===== src/rtl/spi_apb_pkg.sv =====
// Shared register map and bit positions for the APB front end of the SPI controller.
package spi_apb_pkg;

  localparam int REG_CTRL   = 0;
  localparam int REG_CLKDIV = 1;
  localparam int REG_STATUS = 2;
  localparam int REG_TXDATA = 3;
  localparam int REG_RXDATA = 4;
  localparam int REG_COUNT  = 5;

  localparam int CTRL_EN      = 0;
  localparam int CTRL_CPOL    = 1;
  localparam int CTRL_CPHA    = 2;
  localparam int CTRL_LSBF    = 3;
  localparam int CTRL_TXE_IE  = 4;
  localparam int CTRL_RXNE_IE = 5;
  localparam int CTRL_W       = 6;

  localparam int ST_TXF = 0;
  localparam int ST_TXE = 1;
  localparam int ST_RXF = 2;
  localparam int ST_RXE = 3;
  localparam int ST_OVF = 4;

  // Field order matches the STATUS bit layout, MSB first.
  typedef struct packed {
    logic ovf;
    logic rxe;
    logic rxf;
    logic txe;
    logic txf;
  } status_t;

endpackage


===== src/rtl/spi_sync_fifo.sv =====
// First-word fall-through synchronous FIFO of arbitrary depth (>= 2) with occupancy count.
module spi_sync_fifo #(
  parameter int DWIDTH     = 8,
  parameter int FIFO_DEPTH = 5
) (
  input  logic                               clk,
  input  logic                               rst_n,
  input  logic                               push,
  input  logic                               pop,
  input  logic [DWIDTH-1:0]                  wdata,
  output logic [DWIDTH-1:0]                  rdata,
  output logic                               full,
  output logic                               empty,
  output logic [$clog2(FIFO_DEPTH+1)-1:0]    count
);

  localparam int PW = $clog2(FIFO_DEPTH);
  localparam int CW = $clog2(FIFO_DEPTH + 1);

  logic [DWIDTH-1:0] mem [FIFO_DEPTH];
  logic [PW-1:0]     wr_ptr_reg;
  logic [PW-1:0]     rd_ptr_reg;
  logic [CW-1:0]     count_reg;
  logic [CW-1:0]     count_next;
  logic              do_push;
  logic              do_pop;

  // Depth need not be a power of two, so pointers wrap explicitly.
  function automatic logic [PW-1:0] ptr_inc(input logic [PW-1:0] p);
    return (p == PW'(FIFO_DEPTH - 1)) ? '0 : p + PW'(1);
  endfunction

  assign empty   = (count_reg == '0);
  assign full    = (count_reg == CW'(FIFO_DEPTH));
  assign do_pop  = pop & ~empty;
  // A push into a full FIFO is accepted only when a pop frees the slot in the same cycle.
  assign do_push = push & (~full | do_pop);

  always_comb begin
    count_next = count_reg;
    case ({do_push, do_pop})
      2'b10:   count_next = count_reg + CW'(1);
      2'b01:   count_next = count_reg - CW'(1);
      default: count_next = count_reg;
    endcase
  end

  always_ff @(posedge clk or negedge rst_n) begin
    if (!rst_n) begin
      wr_ptr_reg <= '0;
      rd_ptr_reg <= '0;
      count_reg  <= '0;
    end else begin
      if (do_push) wr_ptr_reg <= ptr_inc(wr_ptr_reg);
      if (do_pop)  rd_ptr_reg <= ptr_inc(rd_ptr_reg);
      count_reg <= count_next;
    end
  end

  always_ff @(posedge clk) begin
    if (do_push) mem[wr_ptr_reg] <= wdata;
  end

  assign rdata = mem[rd_ptr_reg];
  assign count = count_reg;

endmodule


===== src/rtl/apb_spi_regfile.sv =====
// APB3 register file for the SPI controller: config registers, status, counts,
// TX/RX data FIFOs, sticky RX overflow and a registered level interrupt.
module apb_spi_regfile
  import spi_apb_pkg::*;
#(
  parameter int AWIDTH     = 4,
  parameter int DWIDTH     = 8,
  parameter int FIFO_DEPTH = 5,
  parameter int N          = $clog2(FIFO_DEPTH + 1),
  parameter int REGN       = 6,
  parameter int CLK_DIV    = 2
) (
  input  logic              PCLK,
  input  logic              PRESETn,
  input  logic              PSEL,
  input  logic              PENABLE,
  input  logic              PWRITE,
  input  logic [AWIDTH-1:0] PADDR,
  input  logic [DWIDTH-1:0] PWDATA,
  output logic [DWIDTH-1:0] PRDATA,
  output logic              PREADY,
  output logic              PSLVERR,
  output logic              cfg_en,
  output logic              cfg_cpol,
  output logic              cfg_cpha,
  output logic              cfg_lsbf,
  output logic [DWIDTH-1:0] cfg_clkdiv,
  output logic [DWIDTH-1:0] tx_data,
  output logic              tx_valid,
  input  logic              tx_ready,
  input  logic [DWIDTH-1:0] rx_data,
  input  logic              rx_valid,
  output logic              irq
);

  localparam logic [AWIDTH-1:0] A_CTRL   = AWIDTH'(REG_CTRL);
  localparam logic [AWIDTH-1:0] A_CLKDIV = AWIDTH'(REG_CLKDIV);
  localparam logic [AWIDTH-1:0] A_STATUS = AWIDTH'(REG_STATUS);
  localparam logic [AWIDTH-1:0] A_TXDATA = AWIDTH'(REG_TXDATA);
  localparam logic [AWIDTH-1:0] A_RXDATA = AWIDTH'(REG_RXDATA);
  localparam logic [AWIDTH-1:0] A_COUNT  = AWIDTH'(REG_COUNT);
  localparam logic [31:0]       REGN_U   = 32'(REGN);

  logic [CTRL_W-1:0] ctrl_reg;
  logic [DWIDTH-1:0] clkdiv_reg;
  logic              ovf_reg;
  logic              ovf_next;
  logic              irq_reg;

  logic              access;
  logic              bad_idx;
  logic              err;
  logic              wr_ok;
  logic              rd_ok;

  logic              tx_full;
  logic              tx_empty;
  logic [N-1:0]      tx_cnt;
  logic              tx_push;
  logic              tx_pop;

  logic              rx_full;
  logic              rx_empty;
  logic [N-1:0]      rx_cnt;
  logic [DWIDTH-1:0] rx_head;
  logic              rx_push;
  logic              rx_pop;
  logic              ovf_set;

  status_t           status;

  assign access  = PSEL & PENABLE;
  assign bad_idx = ({{(32 - AWIDTH){1'b0}}, PADDR} >= REGN_U);

  // Fullness/emptiness are judged on start-of-cycle state, so a same-cycle engine pop
  // does not rescue a TXDATA write into a full FIFO.
  assign err = access & (bad_idx
                        | ( PWRITE & (PADDR == A_TXDATA) & tx_full)
                        | (~PWRITE & (PADDR == A_RXDATA) & rx_empty));

  assign wr_ok   = access &  PWRITE & ~err;
  assign rd_ok   = access & ~PWRITE & ~err;
  assign PSLVERR = err;
  assign PREADY  = 1'b1;

  assign tx_push = wr_ok & (PADDR == A_TXDATA);
  assign tx_pop  = tx_ready & ~tx_empty;
  assign rx_pop  = rd_ok & (PADDR == A_RXDATA);
  assign rx_push = rx_valid & (~rx_full | rx_pop);
  assign ovf_set = rx_valid & rx_full & ~rx_pop;

  spi_sync_fifo #(
    .DWIDTH     (DWIDTH),
    .FIFO_DEPTH (FIFO_DEPTH)
  ) u_tx_fifo (
    .clk   (PCLK),
    .rst_n (PRESETn),
    .push  (tx_push),
    .pop   (tx_pop),
    .wdata (PWDATA),
    .rdata (tx_data),
    .full  (tx_full),
    .empty (tx_empty),
    .count (tx_cnt)
  );

  spi_sync_fifo #(
    .DWIDTH     (DWIDTH),
    .FIFO_DEPTH (FIFO_DEPTH)
  ) u_rx_fifo (
    .clk   (PCLK),
    .rst_n (PRESETn),
    .push  (rx_push),
    .pop   (rx_pop),
    .wdata (rx_data),
    .rdata (rx_head),
    .full  (rx_full),
    .empty (rx_empty),
    .count (rx_cnt)
  );

  assign tx_valid = ~tx_empty;

  always_comb begin
    status.ovf = ovf_reg;
    status.rxe = rx_empty;
    status.rxf = rx_full;
    status.txe = tx_empty;
    status.txf = tx_full;
  end

  always_comb begin
    PRDATA = '0;
    if (rd_ok) begin
      case (PADDR)
        A_CTRL:   PRDATA = DWIDTH'(ctrl_reg);
        A_CLKDIV: PRDATA = clkdiv_reg;
        A_STATUS: PRDATA = DWIDTH'(status);
        A_RXDATA: PRDATA = rx_head;
        A_COUNT:  PRDATA = DWIDTH'({rx_cnt, tx_cnt});
        default:  PRDATA = '0;
      endcase
    end
  end

  // A dropped frame in the same cycle as the W1C write keeps the flag set.
  always_comb begin
    ovf_next = ovf_reg;
    if (ovf_set)
      ovf_next = 1'b1;
    else if (wr_ok && (PADDR == A_STATUS) && PWDATA[ST_OVF])
      ovf_next = 1'b0;
  end

  always_ff @(posedge PCLK or negedge PRESETn) begin
    if (!PRESETn) begin
      ctrl_reg   <= '0;
      clkdiv_reg <= DWIDTH'(CLK_DIV);
      ovf_reg    <= 1'b0;
      irq_reg    <= 1'b0;
    end else begin
      if (wr_ok && (PADDR == A_CTRL))   ctrl_reg   <= PWDATA[CTRL_W-1:0];
      if (wr_ok && (PADDR == A_CLKDIV)) clkdiv_reg <= PWDATA;
      ovf_reg <= ovf_next;
      irq_reg <= (ctrl_reg[CTRL_TXE_IE]  &  tx_empty)
               | (ctrl_reg[CTRL_RXNE_IE] & ~rx_empty)
               | ovf_reg;
    end
  end

  assign cfg_en     = ctrl_reg[CTRL_EN];
  assign cfg_cpol   = ctrl_reg[CTRL_CPOL];
  assign cfg_cpha   = ctrl_reg[CTRL_CPHA];
  assign cfg_lsbf   = ctrl_reg[CTRL_LSBF];
  assign cfg_clkdiv = clkdiv_reg;
  assign irq        = irq_reg;

endmodule


===== config.mk =====
export PLATFORM = sky130hd
export DESIGN_NAME = apb_spi_regfile
export DESIGN_NICKNAME = d
export VERILOG_FILES = /design/src/rtl/spi_apb_pkg.sv /design/src/rtl/spi_sync_fifo.sv /design/src/rtl/apb_spi_regfile.sv
export SDC_FILE = /design/constraint.sdc
export NUM_CORES = 1
export LEC_CHECK = 0
export CAP_MARGIN = 10
export CELL_PAD_IN_SITES_DETAIL_PLACEMENT = 0
export CELL_PAD_IN_SITES_GLOBAL_PLACEMENT = 2
export CORE_AREA = 3 3 112 114
export CTS_CLUSTER_DIAMETER = 150
export DETAILED_ROUTE_END_ITERATION = 8
export DIE_AREA = 0 0 115 117
export PLACE_DENSITY = 0.85
export SLEW_MARGIN = 20
export SYNTH_ARGS = -nofsm -noshare
export SYNTH_HDL_FRONTEND = slang
export SYNTH_SLANG_ARGS = --single-unit

===== constraint.sdc =====
create_clock -name PCLK -period 3.85 [get_ports PCLK]
set_input_delay 0.9625 -clock PCLK [delete_from_list [all_inputs] [get_ports PCLK]]
set_output_delay 0.9625 -clock PCLK [all_outputs]
set_load 0.05 [all_outputs]

==> impl_metrics.py, run 1 <==
metrics = {
    "route": {
        "drt-total-wl_um": 11200,
        "detail-route-antenna-nets": 0,
        "wl_per_cell_um": 19.8,
        "viasPerCell": 5.44,
        "drtIter0Drc": 138,
        "firstDrtPassIters": 4,
        "vias": 3073,
        "drc": 0,
    },
    "pwr": {
        "peakVddDrop_mv": 0.385,
        "p_per_area_nw_per_um2": 694,
        "p_total_w": 0.00469,
        "cellLeakagePower_nw": 2.52,
    },
    "worst_setup_path": {
        "cp.required_ns": 2.89,
        "cp-end-kind": "primary output",
        "cpMaxStageDelayCell": "clkdlybuf4s50_1",
        "crit_path_max_incr_delay_ns": 0.50,
        "r2r_cells": 9,
        "arrival_ns": 2.81,
        "regToRegStartpoint": "u_rx_fifo.count[1]",
        "critPathKind": "primary input to primary output",
        "worstPathMaxFanout": 10,
        "path_cells": "clkdlybuf4s50_1 > buf_4 > or3b_4 > nor2_1 > a221oi_1 > o22ai_1 > buf_12",
        "start_kind": "primary input",
        "timing.rr.end": "u_rx_fifo.count[2]",
        "rrSetupSlack_ns": 1.59,
    },
    "yosys": {
        "synth_top_family_by_area": "multiplexers",
        "synth_edf_count": 80,
        "synth.area.mux_share_pct": 16.1,
        "synthArstFlopShare_pct": 29.8,
        "synth_ff_type": "edfxtp_1",
        "syn_inst": 322,
        "yosysUniqueCellTypes": 51,
        "syn-num-nets": 361,
        "synth_xor_area_share_pct": 1.03,
        "yosysSeqAreaShare_pct": 64.1,
        "synth_compound_area_share_pct": 5.34,
        "synth.avg_cell_area_um2": 15.8,
        "ys.warnings.count": 0,
        "synth_area_um2": 5080,
        "yosys.area_share.simple_pct": 7.54,
        "synth-seq-cells": 114,
        "synth-adder-area-share_pct": 3.25,
    },
    "clocking": {
        "root_buffer": "clkbuf_16",
        "clk_path_buf_depth": 2,
        "h-tree-depth": 4,
        "cts_sinks": 114,
        "insertion_delay_ns": 0.41,
        "cts_hold_buf": 0,
        "numCtsBuffers": 17,
        "clkSlewWorstSetupHoldPaths_ns": 0.06,
        "post_cts_buffers": 0,
        "tritoncts": "done",
    },
    "die": {
        "boundaryPins": 59,
        "core_um2": 11500,
        "die_area_um2": 13500,
        "initial_utilization_pct": 44.1,
        "die_y_um": 117,
        "die_x_um": 115,
        "rows": 39,
    },
    "min_path": {
        "hold_start": "u_tx_fifo.count[2]",
        "whs_path_depth": 1,
        "hp-class": "flip-flop to flip-flop",
        "min_to": "u_tx_fifo.count[2]",
    },
    "run": {
        "cap_viol_max_count": 0,
    },
    "final_layout": {
        "syn2layout_area_growth_pct": 33.0,
        "design_area_um2": 6760,
        "finalNonFillerCells": 565,
        "antenna_cells": 0,
        "layout_common_cells": "edfxtp_1, clkdlybuf4s50_1, dfrtp_1",
        "fin_nets": 448,
        "mostFrequentLayoutCell": "edfxtp_1",
        "utilization_pct": 58.7,
        "drive_above_1_share_pct": 30.1,
    },
    "global_route": {
        "antenna_found_initial": 0,
        "gr-total-overflow": 0,
        "grt_pass1_wl_um": 18000,
        "grt_max_degree": 35,
        "grt_usage_pct": 18.2,
        "grt_pass1_vias": 3169,
    },
    "place": {
        "placedInstanceArea_um2": 6040,
        "dp.cells": 533,
        "place_congestion": 0.823,
        "port_buffers": 57,
        "hpwl_um": 7880,
    },
    "timing": {
        "fmax_mhz": 265,
        "finalCritPeriodShare_pct": 97.9,
        "finalSetupViolations": 0,
        "finalHoldViolations": 0,
        "fin_crit_ns": 3.77,
        "fin_skew_ns": 0.00713,
        "worst_pin_slew_ns": 0.826,
        "slew-limit-headroom_pct": 45.0,
        "drv_slew": 0,
    },
    "outcome": {
        "status": "finished clean",
    },
}
## cell usage after synthesis, drive strengths merged (3+ instances only)
library cell	count	area (um2)
edfxtp	80	2400
dfrtp	33	826
mux2	28	315
inv	16	60.1
mux4	16	360
mux2i	14	140
o21ai	11	55.1
buf	10	51.3
ha	10	125
nand2	10	37.5
nor4	10	83.8
a21oi	9	45.0
nor2	9	33.8
o22ai	9	56.3
clkbuf	6	22.5
nand2b	4	25.0
nor4b	4	50.1
xor2	4	35.0
a22o	3	26.3
nor2b	3	18.8
## what timing repair did
action,4_1_cts,5_1_grt
resized for setup,1,6
endpoints found under the setup margin,1,4
cloned,0,0
## per-layer routing
layer / vias to the layer above / track usage (%) / share of wire, %
met3: 12 / 5.04 / 4.9
li1: 1426 / - / -
met5: - / 0 / 0
met2: 81 / 28.5 / 49
met4: 0 / 6.10 / 1.2
met1: 1554 / 24.8 / 44
## power by group
| part | internal (W) | total [W] | leakage [nW] | switching, W |
|---|---|---|---|---|
| clock | 0.00122 | 0.00180 | 0.317 | 0.000579 |
| sequential | 0.00149 | 0.00171 | 1.15 | 0.000219 |
| combinational | 0.000550 | 0.00118 | 1.06 | 0.000633 |
| total | 0.00326 | 0.00469 | 2.52 | 0.00143 |
## cells by family after synthesis
kind of cell | count (synthesis)
muxes | 58
buffers and inverters | 32
AOI/OAI and AO/OA | 42
adders and majority gates | 12
other | 1
xor gates and xnor gates | 6
and+or+nand+nor | 57
DFF | 114
## cell type report
cell class                      instances  area (um2)
Fill cell                             914        4760
Sequential cell                       114        3250
Multi-Input combinational cell        176        1730
Timing Repair Buffer                   84         858
Clock buffer                           17         425
Clock inverter                         15         254
Tap cell                              143         179
Inverter                               16        60.1
## through the flow
stage,hold slack [ns],setup TNS (ns),worst slack [ns]
CTS,0.524,0,0.000489
detailed placement,0.514,-0.00702,-0.00702
global route,0.576,-0.0389,-0.0389
floorplan,0.472,0,0.0603
global placement,0.511,0,0.0474
finish,0.520,0,0.0811
## critical path, delay by kind of cell
kind	cells	cell delay (ns)
buf+inv	3	0.89
simple gates	2	0.55
compound gates	2	0.40
## worst max path at each step
stage	start	end	slack, ns
floorplan	PADDR[0]	PRDATA[1]	0.06
finish	PADDR[0]	PRDATA[4]	0.08
CTS	PADDR[0]	PRDATA[0]	0.0005
global route	PADDR[1]	PRDATA[4]	-0.04
global placement	PADDR[1]	PRDATA[1]	0.05
detailed placement	PADDR[0]	PRDATA[2]	-0.007
Note: power is estimated with default switching activity, not from simulation.
==> run 2: changes to the inputs <==
- PLACE_DENSITY: 0.85 -> default
- PLACE_DENSITY_LB_ADDON: default -> 0.08
- TNS_END_PERCENT: default -> 1
==> run 2 against run 1 <==
  * Sequential share of layout area barely moved
  * Total power fell by 4.8%
  * Setup slack improved by 0.014 ns
  * Worst hold slack improved by 0.0088 ns
  * Register-to-register slack improved by 0.12 ns
  * First-iteration DRC count rose by 19%
  * Utilization barely moved
  * Die area did not move
  * Clock power fell by 12%
  * Highest routed layer unchanged
==> impl_metrics.py, run 2 (synthesized netlist as in run 1, its figures left out) <==
metrics = {
    "route": {
        "drt-total-wl_um": 10900,
        "firstDrtPassIters": 4,
        "met1_length_um": 4950,
        "viasPerCell": 5.30,
        "drtIter0Drc": 164,
        "wl_met2_um": 5310,
        "topRoutingLayerUsed": "met4",
        "drc": 0,
        "vias": 3044,
        "detail-route-antenna-nets": 0,
        "met3_length_um": 428,
        "wl_per_cell_um": 19.0,
    },
    "worst_setup_path": {
        "cp.required_ns": 2.89,
        "regToRegStartpoint": "u_rx_fifo.count[1]",
        "rrSetupSlack_ns": 1.71,
        "r2r_cells": 9,
        "critPathLaunch": "PADDR[3]",
        "cp-end-kind": "primary output",
        "arrival_ns": 2.79,
        "start_kind": "primary input",
        "timing.rr.end": "u_rx_fifo.count[2]",
        "critPathKind": "primary input to primary output",
        "crit_end": "PRDATA[1]",
        "worstPathMaxFanout": 5,
    },
    "pwr": {
        "cellLeakagePower_nw": 2.55,
        "p_per_area_nw_per_um2": 661,
        "intPower_w": 0.00310,
        "p_sw_w": 0.00136,
        "p_clk_share_pct": 35.5,
        "peakVddDrop_mv": 0.372,
        "seqPwrFrac_pct": 38.0,
        "comb_power_share_pct": 26.5,
        "switching_share_pct": 30.5,
    },
    "place": {
        "port_buffers": 57,
        "hpwl_um": 7820,
        "place_congestion": 0.751,
    },
    "timing": {
        "drv_slew": 0,
        "finalSetupViolations": 0,
        "fin_crit_ns": 3.75,
        "finalCritPeriodShare_pct": 97.5,
        "finalHoldViolations": 0,
        "fin_skew_ns": 0.00840,
        "grt_setup_unrepaired": "no",
        "worst_pin_slew_ns": 0.573,
        "slew-limit-headroom_pct": 61.8,
        "finalSetupTns_ns": 0,
        "fmax_mhz": 266,
    },
    "final_layout": {
        "mostFrequentLayoutCell": "edfxtp_1",
        "drive_above_1_share_pct": 30.4,
        "fin_nets": 457,
        "syn2layout_area_growth_pct": 33.0,
        "utilization_pct": 58.7,
        "antenna_cells": 0,
        "layout_common_cells": "edfxtp_1, clkdlybuf4s50_1, buf_4",
    },
    "clocking": {
        "cts_sinks": 114,
        "h-tree-depth": 4,
        "clkSlewWorstSetupHoldPaths_ns": 0.06,
        "insertion_delay_ns": 0.41,
        "numCtsBuffers": 17,
        "tritoncts": "done",
        "root_buffer": "clkbuf_16",
        "clk_path_buf_depth": 2,
    },
    "die": {
        "die_y_um": 117,
        "rows": 39,
        "core_um2": 11500,
        "initial_utilization_pct": 44.1,
        "boundaryPins": 59,
        "die_x_um": 115,
        "die_area_um2": 13500,
    },
    "outcome": {
        "status": "finished clean",
    },
    "global_route": {
        "antenna_found_initial": 0,
        "gr-total-overflow": 0,
        "grt_max_degree": 35,
        "grt_usage_pct": 17.7,
        "grt_pass1_vias": 3156,
        "grt_pass1_wl_um": 17400,
    },
    "run": {
        "cap_viol_max_count": 0,
    },
    "min_path": {
        "hp-class": "flip-flop to flip-flop",
        "hold_start": "u_tx_fifo.count[2]",
    },
}
run 2: changes by cell type in the layout (fill, tap and decap cells not counted), sizes merged:
cell	change
clkbuf	+9
buf	+8
bufinv	-5
clkinvlp	-3
inv	-3
clkinv	+2
clkdlybuf4s50	+1
run 2: power groups by stage:
stage               logic [W]  clock network [W]  registers, W
CTS                   0.00120            0.00162       0.00170
global placement      0.00119                  0       0.00172
floorplan            0.000876                  0       0.00164
finish                0.00118            0.00159       0.00169
detailed placement    0.00120                  0       0.00173
global route          0.00129            0.00167       0.00173
run 2: critical path, cell delays in order:
cell	delay (ns)
clkdlybuf4s50_1	0.45
buf_4	0.18
or4b_4	0.50
or2_4	0.29
o22ai_1	0.13
buf_4	0.15
buf_12	0.13
run 2: worst min-delay path by stage:
stage | to | depth (start not counted)
floorplan | irq | 1
global placement | u_tx_fifo.count[2] | 1
detailed placement | u_tx_fifo.count[2] | 1
CTS | u_tx_fifo.count[2] | 1
global route | u_tx_fifo.count[2] | 1
finish | u_tx_fifo.count[2] | 1
run 2: area by class of cell:
cell class	count	area [um2]
inverters	16	60.1
fillers	901	4760
clock inverters	6	62.6
clock buffers	26	553
flip-flops and latches	114	3250
well taps	143	179
multi-input cells	176	1720
repair buffers	93	931
run 2: repair_timing:
action,4_1_cts,5_1_grt
hold buffers,0,0
setup endpoints to repair,0,5
gates resized for setup,0,5
buffers inserted,0,0
run 2: through the flow:
step | hold WS (ns) | cells | cell area [um2] | power (W) | setup WS, ns
finish | 0.529 | 574 | 6760 | 0.00446 | 0.0956
global route | 0.561 | 574 | 6760 | 0.00469 | 0.00290
CTS | 0.533 | 574 | 6740 | 0.00452 | 0.00196
detailed placement | 0.523 | 542 | 6120 | 0.00292 | 0.0172
global placement | 0.518 | 542 | 6120 | 0.00291 | 0.0415
floorplan | 0.472 | 322 | 5080 | 0.00252 | 0.0603
run 2: per-layer routing:
metal	up-vias	track usage (%)
li1	1447	-
met1	1509	23.0
met2	71	28.2
met3	17	4.42
met4	0	7.98
met5	-	0
